File: config.mk
export PLATFORM = sky130hd
export DESIGN_NAME = reset_gen_flat
export DESIGN_NICKNAME = d
export VERILOG_FILES = /design/src/rtl/reset_gen_pkg.sv /design/src/rtl/reset_gen_if.sv /design/src/rtl/reset_gen_btn_debounce.sv /design/src/rtl/reset_gen.sv /design/src/flat_wrapper.sv
export SDC_FILE = /design/constraint.sdc
export NUM_CORES = 1
export LEC_CHECK = 0
export CORE_MARGIN = 2
export CORE_UTILIZATION = 44
export DETAILED_ROUTE_END_ITERATION = 16
export SYNTH_ARGS = -nofsm -noshare
export SYNTH_HDL_FRONTEND = slang
export SYNTH_SLANG_ARGS = --single-unit
File: constraint.sdc
create_clock -name i_clk -period 3.1 [get_ports i_clk]
set_input_delay 0.465 -clock i_clk [delete_from_list [all_inputs] [get_ports i_clk]]
set_output_delay 0.465 -clock i_clk [all_outputs]
set_load 0.005 [all_outputs]
File: src/rtl/reset_gen_pkg.sv
// Shared types and board-clock defaults for the reset generator.
// Cycle constants assume the 24 MHz board clock.
package reset_gen_pkg;

    typedef enum logic [1:0] {
        S_POR    = 2'd0,
        S_RUN    = 2'd1,
        S_ASSERT = 2'd2
    } state_e;

    localparam int DEF_POR_CYCLES      = 2400;
    localparam int DEF_DEBOUNCE_CYCLES = 240000;
    localparam int DEF_PULSE_CYCLES    = 240;

    function automatic int max_int(input int a, input int b);
        return (a > b) ? a : b;
    endfunction

endpackage

File: src/rtl/reset_gen_if.sv
// Button input and reset-request outputs of reset_gen.
// The slave side is the reset generator; the master side is the board or bench.
interface reset_gen_if;

    logic i_btn_n;
    logic o_res_n;
    logic o_btn_level;

    modport master (
        output i_btn_n,
        input  o_res_n,
        input  o_btn_level
    );

    modport slave (
        input  i_btn_n,
        output o_res_n,
        output o_btn_level
    );

endinterface

File: src/rtl/reset_gen_btn_debounce.sv
// Two-flop synchroniser plus persistence debouncer for the active-low push-button.
// A new level is accepted only after it has been seen for DEBOUNCE_CYCLES consecutive cycles.
module btn_debounce #(
    parameter int DEBOUNCE_CYCLES = 240000
) (
    input  logic i_clk,
    input  logic i_res,
    input  logic i_btn_n,
    output logic o_btn_level
);

    localparam int DC_W = $clog2(DEBOUNCE_CYCLES + 1);
    localparam logic [DC_W-1:0] DC_LAST = DC_W'(DEBOUNCE_CYCLES - 1);

    if (DEBOUNCE_CYCLES < 1) begin : g_bad_debounce
        $error("DEBOUNCE_CYCLES must be >= 1");
    end

    logic            ff1_q, ff2_q;
    logic            level_q, level_d;
    logic [DC_W-1:0] dc_q, dc_d;
    logic            s;

    assign s = ~ff2_q;

    always_comb begin
        level_d = level_q;
        dc_d    = dc_q;
        if (s == level_q) begin
            dc_d = '0;
        end else if (dc_q == DC_LAST) begin
            level_d = s;
            dc_d    = '0;
        end else begin
            dc_d = dc_q + 1'b1;
        end
    end

    always_ff @(posedge i_clk or posedge i_res) begin
        if (i_res) begin
            ff1_q   <= 1'b1;
            ff2_q   <= 1'b1;
            level_q <= 1'b0;
            dc_q    <= '0;
        end else begin
            ff1_q   <= i_btn_n;
            ff2_q   <= ff1_q;
            level_q <= level_d;
            dc_q    <= dc_d;
        end
    end

    assign o_btn_level = level_q;

endmodule

File: src/rtl/reset_gen.sv
// Power-on and push-button reset request generator.
// Holds reset for POR_CYCLES, then issues a minimum-width pulse per debounced press.
module reset_gen
    import reset_gen_pkg::*;
#(
    parameter int POR_CYCLES      = DEF_POR_CYCLES,
    parameter int DEBOUNCE_CYCLES = DEF_DEBOUNCE_CYCLES,
    parameter int PULSE_CYCLES    = DEF_PULSE_CYCLES
) (
    input logic        i_clk,
    input logic        i_res,
    reset_gen_if.slave bus
);

    localparam int PC_MAX = max_int(POR_CYCLES, PULSE_CYCLES);
    localparam int PC_W   = (PC_MAX > 1) ? $clog2(PC_MAX) : 1;
    localparam logic [PC_W-1:0] POR_LAST   = PC_W'(POR_CYCLES - 1);
    localparam logic [PC_W-1:0] PULSE_LAST = PC_W'(PULSE_CYCLES - 1);

    if (POR_CYCLES < 1) begin : g_bad_por
        $error("POR_CYCLES must be >= 1");
    end
    if (PULSE_CYCLES < 1) begin : g_bad_pulse
        $error("PULSE_CYCLES must be >= 1");
    end

    state_e          state_q, state_d;
    logic [PC_W-1:0] pc_q, pc_d;
    logic            res_n_q, res_n_d;
    logic            level;

    btn_debounce #(
        .DEBOUNCE_CYCLES(DEBOUNCE_CYCLES)
    ) u_btn_debounce (
        .i_clk      (i_clk),
        .i_res      (i_res),
        .i_btn_n    (bus.i_btn_n),
        .o_btn_level(level)
    );

    always_comb begin
        state_d = state_q;
        pc_d    = pc_q;
        res_n_d = res_n_q;
        unique case (state_q)
            S_POR: begin
                res_n_d = 1'b0;
                if (pc_q == POR_LAST) begin
                    pc_d = '0;
                    if (level) begin
                        state_d = S_ASSERT;
                    end else begin
                        state_d = S_RUN;
                        res_n_d = 1'b1;
                    end
                end else begin
                    pc_d = pc_q + 1'b1;
                end
            end
            S_RUN: begin
                res_n_d = 1'b1;
                if (level) begin
                    res_n_d = 1'b0;
                    pc_d    = '0;
                    state_d = S_ASSERT;
                end
            end
            S_ASSERT: begin
                res_n_d = 1'b0;
                // Counter saturates; the pulse ends only once the button is also released.
                if (pc_q != PULSE_LAST) begin
                    pc_d = pc_q + 1'b1;
                end else if (!level) begin
                    res_n_d = 1'b1;
                    state_d = S_RUN;
                end
            end
            default: begin
                state_d = S_POR;
                pc_d    = '0;
                res_n_d = 1'b0;
            end
        endcase
    end

    always_ff @(posedge i_clk or posedge i_res) begin
        if (i_res) begin
            state_q <= S_POR;
            pc_q    <= '0;
            res_n_q <= 1'b0;
        end else begin
            state_q <= state_d;
            pc_q    <= pc_d;
            res_n_q <= res_n_d;
        end
    end

    assign bus.o_res_n     = res_n_q;
    assign bus.o_btn_level = level;

endmodule

File: src/flat_wrapper.sv
// flat-port wrapper written by rule: the top's interface ports become plain ports
module reset_gen_flat import reset_gen_pkg::*;
#(
    parameter int POR_CYCLES      = DEF_POR_CYCLES,
    parameter int DEBOUNCE_CYCLES = DEF_DEBOUNCE_CYCLES,
    parameter int PULSE_CYCLES    = DEF_PULSE_CYCLES
)
  (i_clk, i_res, bus_i_btn_n, bus_o_res_n, bus_o_btn_level);
  reset_gen_if bus_i ();
  input logic i_clk;
  input logic i_res;
  input wire logic [$bits(bus_i.i_btn_n)-1:0] bus_i_btn_n;
  output wire logic [$bits(bus_i.o_res_n)-1:0] bus_o_res_n;
  output wire logic [$bits(bus_i.o_btn_level)-1:0] bus_o_btn_level;
  assign bus_i.i_btn_n = bus_i_btn_n;
  assign bus_o_res_n = bus_i.o_res_n;
  assign bus_o_btn_level = bus_i.o_btn_level;
  reset_gen #(.POR_CYCLES(POR_CYCLES), .DEBOUNCE_CYCLES(DEBOUNCE_CYCLES), .PULSE_CYCLES(PULSE_CYCLES)) u_core (.i_clk(i_clk), .i_res(i_res), .bus(bus_i));
endmodule
* Word level (Yosys, flattened, before mapping)
Cells that the tools add are included.
** Operators by class
- Add/sub/neg operators :: 2
- Eq/ne operators :: 11
- Mux-type cells :: 16
- Bitwise operators :: 2
- Reduce and logical (&&, ||, !) cells :: 4
** Operators with widths (number)
- $mux 12 :: 3
- $mux 18 :: 2
- $pmux 12 s3 :: 1
- $add 18x1->18 const B :: 1
- $eq 18x18->1 const B :: 1
- $add 12x1->12 const B :: 1
- $eq 12x12->1 const B :: 1
- $ne 12x8->1 const B :: 1
- $mux 2 :: 5
- $ne 2x2->1 const B :: 3
- $pmux 2 s3 :: 1
- $ne 2x1->1 const B :: 2
- $reduce_and 2->1 :: 2
- $reduce_and 4->1 :: 1
- $mux 1 :: 3
- $pmux 1 s3 :: 1
- $eq 2x1->1 const B :: 1
- $eq 2x2->1 const B :: 1
- $logic_not 2->1 :: 1
- $not 1->1 :: 2
- $eq 1x1->1 :: 1
** Storage, ports and cells
- Bits in registers :: 36
- Input bits :: 3
- Output and inout port bits :: 2
- Logic and storage cells :: 42

* Longest topological paths before layout
- Depth after elaboration :: 4
- Gate-level depth with buffers :: 6
- Depth with buffers taken out :: 5

* Cells and area by module
Synthesis repeated with hierarchy kept, for this count alone.
** Unflattened totals
- Cell total of the unflattened synthesis :: 191
- Area, all modules :: 1933.1 um^2
** Modules (own cells, without submodules)
- btn_debounce :: instances 1, cells each 101, area an instance 1046.0 um^2, seq. area each 528.0 um^2
- reset_gen :: instances 1, cells each 90, area an instance 887.1 um^2, seq. area each 375.4 um^2

* Worst setup path before layout
No wires, ideal clock.
- Path kind :: register to register
- Start :: register u_core.pc_q[0]
- End :: register u_core.pc_q[3]
- Library setup time :: 127 ps
- Arrival time :: 1656 ps
- Required time :: 2973 ps
- Slack :: 1316 ps
- Stages on the path, launching flop included :: 6
- Path buffers :: 0
- Period minus slack after synthesis :: 1784 ps
- Cells stage by stage :: dfrtp_1 > ha_1 > nand4bb_1 > or4_1 > a311oi_1 > o22ai_1
** Between the ends
- Longest elaborated chain between the ends :: 3
- Elaborated cells on any way between the ends :: 8
- Those cells by class :: add/sub: 1; eq/ne: 3; mux: 3; reduce/logical: 1
** RTL lines
- from (decl) :: RTL line reset_gen.sv:28 : logic [PC_W-1:0] pc_q, pc_d;
- from (signal assigned) :: RTL line reset_gen.sv:93 : pc_q <= pc_d;
- $add 12x1->12 (tied with other cells) :: RTL line reset_gen.sv:57, reset_gen.sv:72
- $mux 12 (tied with other cells) :: RTL line reset_gen.sv:71 : if (pc_q != PULSE_LAST) begin
- $pmux 12 s3 / $reduce_and 2->1 (equally long branches)
Parallel ways exist; a longest one is shown, timed or not. The select of a mux whose other input is x is not followed.
A chain may end at the register's enable or synchronous reset.

* Worst setup path in the final report
- Start :: register u_core.pc_q[1]
- End :: register u_core.pc_q[9]
Same word-level chain as after synthesis.

==> results.sh <==
export IMPL_clock_latency_ps=280
export IMPL_maxSlewViolCount=0
export IMPL_drive_above_1_share_pct=10.5
export IMPL_final_fill_count=387
export IMPL_firstDrtPassIters=4
export IMPL_numPortBuffers=4
export IMPL_yosysSeqAreaShare_pct=47.4
export IMPL_die_h_um=69.8
export IMPL_synth_edff_count=0
export IMPL_setup_violations_final=0
export IMPL_grt_usage_pct=16.2
export IMPL_cts_sinks=36
export IMPL_dieArea_um2=4870
export IMPL_hold_buffers=0
export IMPL_cp_start_kind="flip-flop"
export IMPL_met3_usage_pct=4.36
export IMPL_hold_slack_ps=364
export IMPL_max_slew_margin_pct=44.5
export IMPL_numCtsBuffers=5
export IMPL_syn_inst=191
export IMPL_rsz0062_at_grt="no"
export IMPL_met2_usage_pct=23.5
export IMPL_fin_setup_tns_ps=0
export IMPL_io_pins=5
export IMPL_finClkSkew_ps=6.19
export IMPL_grt_max_degree=37
export IMPL_vias=1468
export IMPL_overflow=0
export IMPL_syn_num_nets=196
export IMPL_busiest_layer="met2"
export IMPL_worstHoldPathType="reg2reg"
export IMPL_drv_cap=0
export IMPL_critical_path_class="reg2reg"
export IMPL_end_kind="flip-flop"
export IMPL_ir_drop_mv=0.258
export IMPL_nets=204
export IMPL_wl_per_cell_um=14.6
export IMPL_synth_warnings=0
export IMPL_grt_pass1_wl_mm=6.39
export IMPL_clockBufferDepth=2
export IMPL_root_buffer="clkbuf_8"
export IMPL_synth_area_um2=1900
export IMPL_hold_violations=0
export IMPL_synth_ff_type="dfrtp_1"
export IMPL_async_flop_share_pct=100
export IMPL_cts_resized=0
export IMPL_yosysUniqueCellTypes=47
export IMPL_core_area_um2=4090
export IMPL_drc=0
export IMPL_required_ps=3250
export IMPL_initial_core_util_pct=46.6
export IMPL_rows=23
export IMPL_fmax_ghz=0.481
export IMPL_tightestPinTransition_ps=831
export IMPL_power_leakage_nw=0.852
export IMPL_wirelength_mm=3.64
export IMPL_htree_levels=2
export IMPL_cts_clk_slew_worst_paths_ps=70
export IMPL_synth_seq_cells=36
export IMPL_antenna_found_initial=0
export IMPL_via_per_inst=5.87
export IMPL_cts_tree="built"
export IMPL_antenna_left=0
export IMPL_postCtsSetupBuffers=0
export IMPL_syn_avg_cell_area_um2=9.97
export IMPL_period_share_pct=67.1
export IMPL_layout_area_seq_um2=903
export IMPL_status="completed"
export IMPL_gp_congestion=0.819
export IMPL_insertedDiodeCount=0
export IMPL_drtIter0Drc=88
export IMPL_layout_common_cells="dfrtp_1 (34), nor2_1 (21), xor2_1 (13)"
export IMPL_layout_commonest_cell="dfrtp_1"
export IMPL_grt_use_met1_pct=23.3
export IMPL_crit_arrival_ps=2230
export IMPL_period_needed_ps=2080
export IMPL_critPathMaxFanout=8
export IMPL_dp_hpwl_mm=2.54
export IMPL_power_density_nw_per_um2=392
export IMPL_syn_to_final_growth_pct=9.13
export IMPL_fin_util_pct=50.9
export IMPL_grt_pass1_vias=1412
export IMPL_multi_input_area_um2=955
export IMPL_die_w_um=69.8
==> layout make-up <==
| cell class | count | area share, % |
|---|---|---|
| repair buffers | 6 | 2.65 |
| clock buffers | 8 | 3.85 |
| flip-flops and latches | 36 | 43.5 |
| well taps | 50 | 3.01 |
| inverters | 6 | 1.08 |
| multi-input cells | 144 | 45.9 |
==> metrics by stage <==
step	instances	setup WS, ps	power [mW]	cell area [um^2]
2_1_floorplan	191	1320	0.504	1900
3_3_place_gp	242	1070	0.513	2000
3_5_place_dp	242	1040	0.514	2000
4_1_cts	250	1020	0.831	2080
5_1_grt	250	859	0.856	2080
6_report	250	1020	0.815	2080
==> cells in the mapped netlist, types with 2 or more instances <==
| library cell | count | area share (%) |
|---|---|---|
| nand3_1 | 10 | 2.6 |
| or3_4 | 2 | 1.2 |
| and2_1 | 4 | 1.3 |
| nor3_1 | 5 | 1.3 |
| nand2b_1 | 4 | 1.3 |
| and3_1 | 5 | 1.6 |
| dfstp_2 | 2 | 2.8 |
| or3_1 | 2 | 0.66 |
| o31ai_1 | 5 | 2.0 |
| inv_1 | 6 | 1.2 |
| and4_1 | 3 | 1.4 |
| ha_1 | 2 | 1.3 |
| nor4_1 | 4 | 1.3 |
| dfrtp_1 | 34 | 45 |
| xnor2_1 | 5 | 2.3 |
| nand4bb_1 | 2 | 1.2 |
| a21oi_2 | 2 | 0.92 |
| o21ai_0 | 5 | 1.3 |
| nand4_1 | 12 | 3.9 |
| nand2_1 | 9 | 1.8 |
| xor2_1 | 13 | 6.0 |
| buf_2 | 4 | 1.1 |
| nor2_1 | 21 | 4.1 |
| or4_1 | 3 | 1.2 |
| a21oi_1 | 5 | 1.3 |
==> cells by family after synthesis <==
family          after synthesis  synth area share (%)
compound gates               28                  10.2
buf+inv                      11                  2.43
xor+xnor                     18                  8.28
flops                        36                  47.4
simple gates                 96                  30.4
fa+ha+maj                     2                  1.31
==> state kept, by name, indices dropped and copies added, names as in the netlist <==
register	flops
u_core.bus.o_res_n	1
u_core.u_btn_debounce.o_btn_level	1
u_core.state_q	2
u_core.u_btn_debounce.dc_q	18
u_core.u_btn_debounce.ff2_q	1
u_core.u_btn_debounce.ff1_q	1
u_core.pc_q	12
==> routing by layer <==
metal / vias to the layer above / part of all wire (%)
met2: 31 / 43
met3: 4 / 4.0
met4: 0 / 1.0
met1: 722 / 51
met5: - / 0
li1: 711 / -
==> final timing paths <==
kind	from	to	slack, ps	cells past startpoint
max reg2reg	u_core.pc_q[1]$_DFFE_PP0P_	u_core.pc_q[9]$_DFFE_PP0P_	1020	5
max in group asynchronous	i_res	u_core.u_btn_debounce.ff2_q$_DFF_PP1_	2160	3
max	u_core.pc_q[1]$_DFFE_PP0P_	u_core.pc_q[9]$_DFFE_PP0P_	1020	5
min reg2reg	u_core.u_btn_debounce.ff1_q$_DFF_PP1_	u_core.u_btn_debounce.ff2_q$_DFF_PP1_	360	0
min in group asynchronous	i_res	u_core.pc_q[7]$_DFFE_PP0P_	580	3
min	u_core.u_btn_debounce.ff1_q$_DFF_PP1_	u_core.u_btn_debounce.ff2_q$_DFF_PP1_	360	0
==> critical path: stages, from the launching register on <==
cell and delay, ps:
dfrtp_1 410, ha_1 350, nand4bb_1 170, or4_1 570, a21oi_2 350, nor2_1 100
==> power breakdown <==
group / switching (mW) / internal, mW
registers: 0.00406 / 0.475
clock network: 0.151 / 0.160
logic: 0.0169 / 0.00816
(Power assumes the default switching activity.)
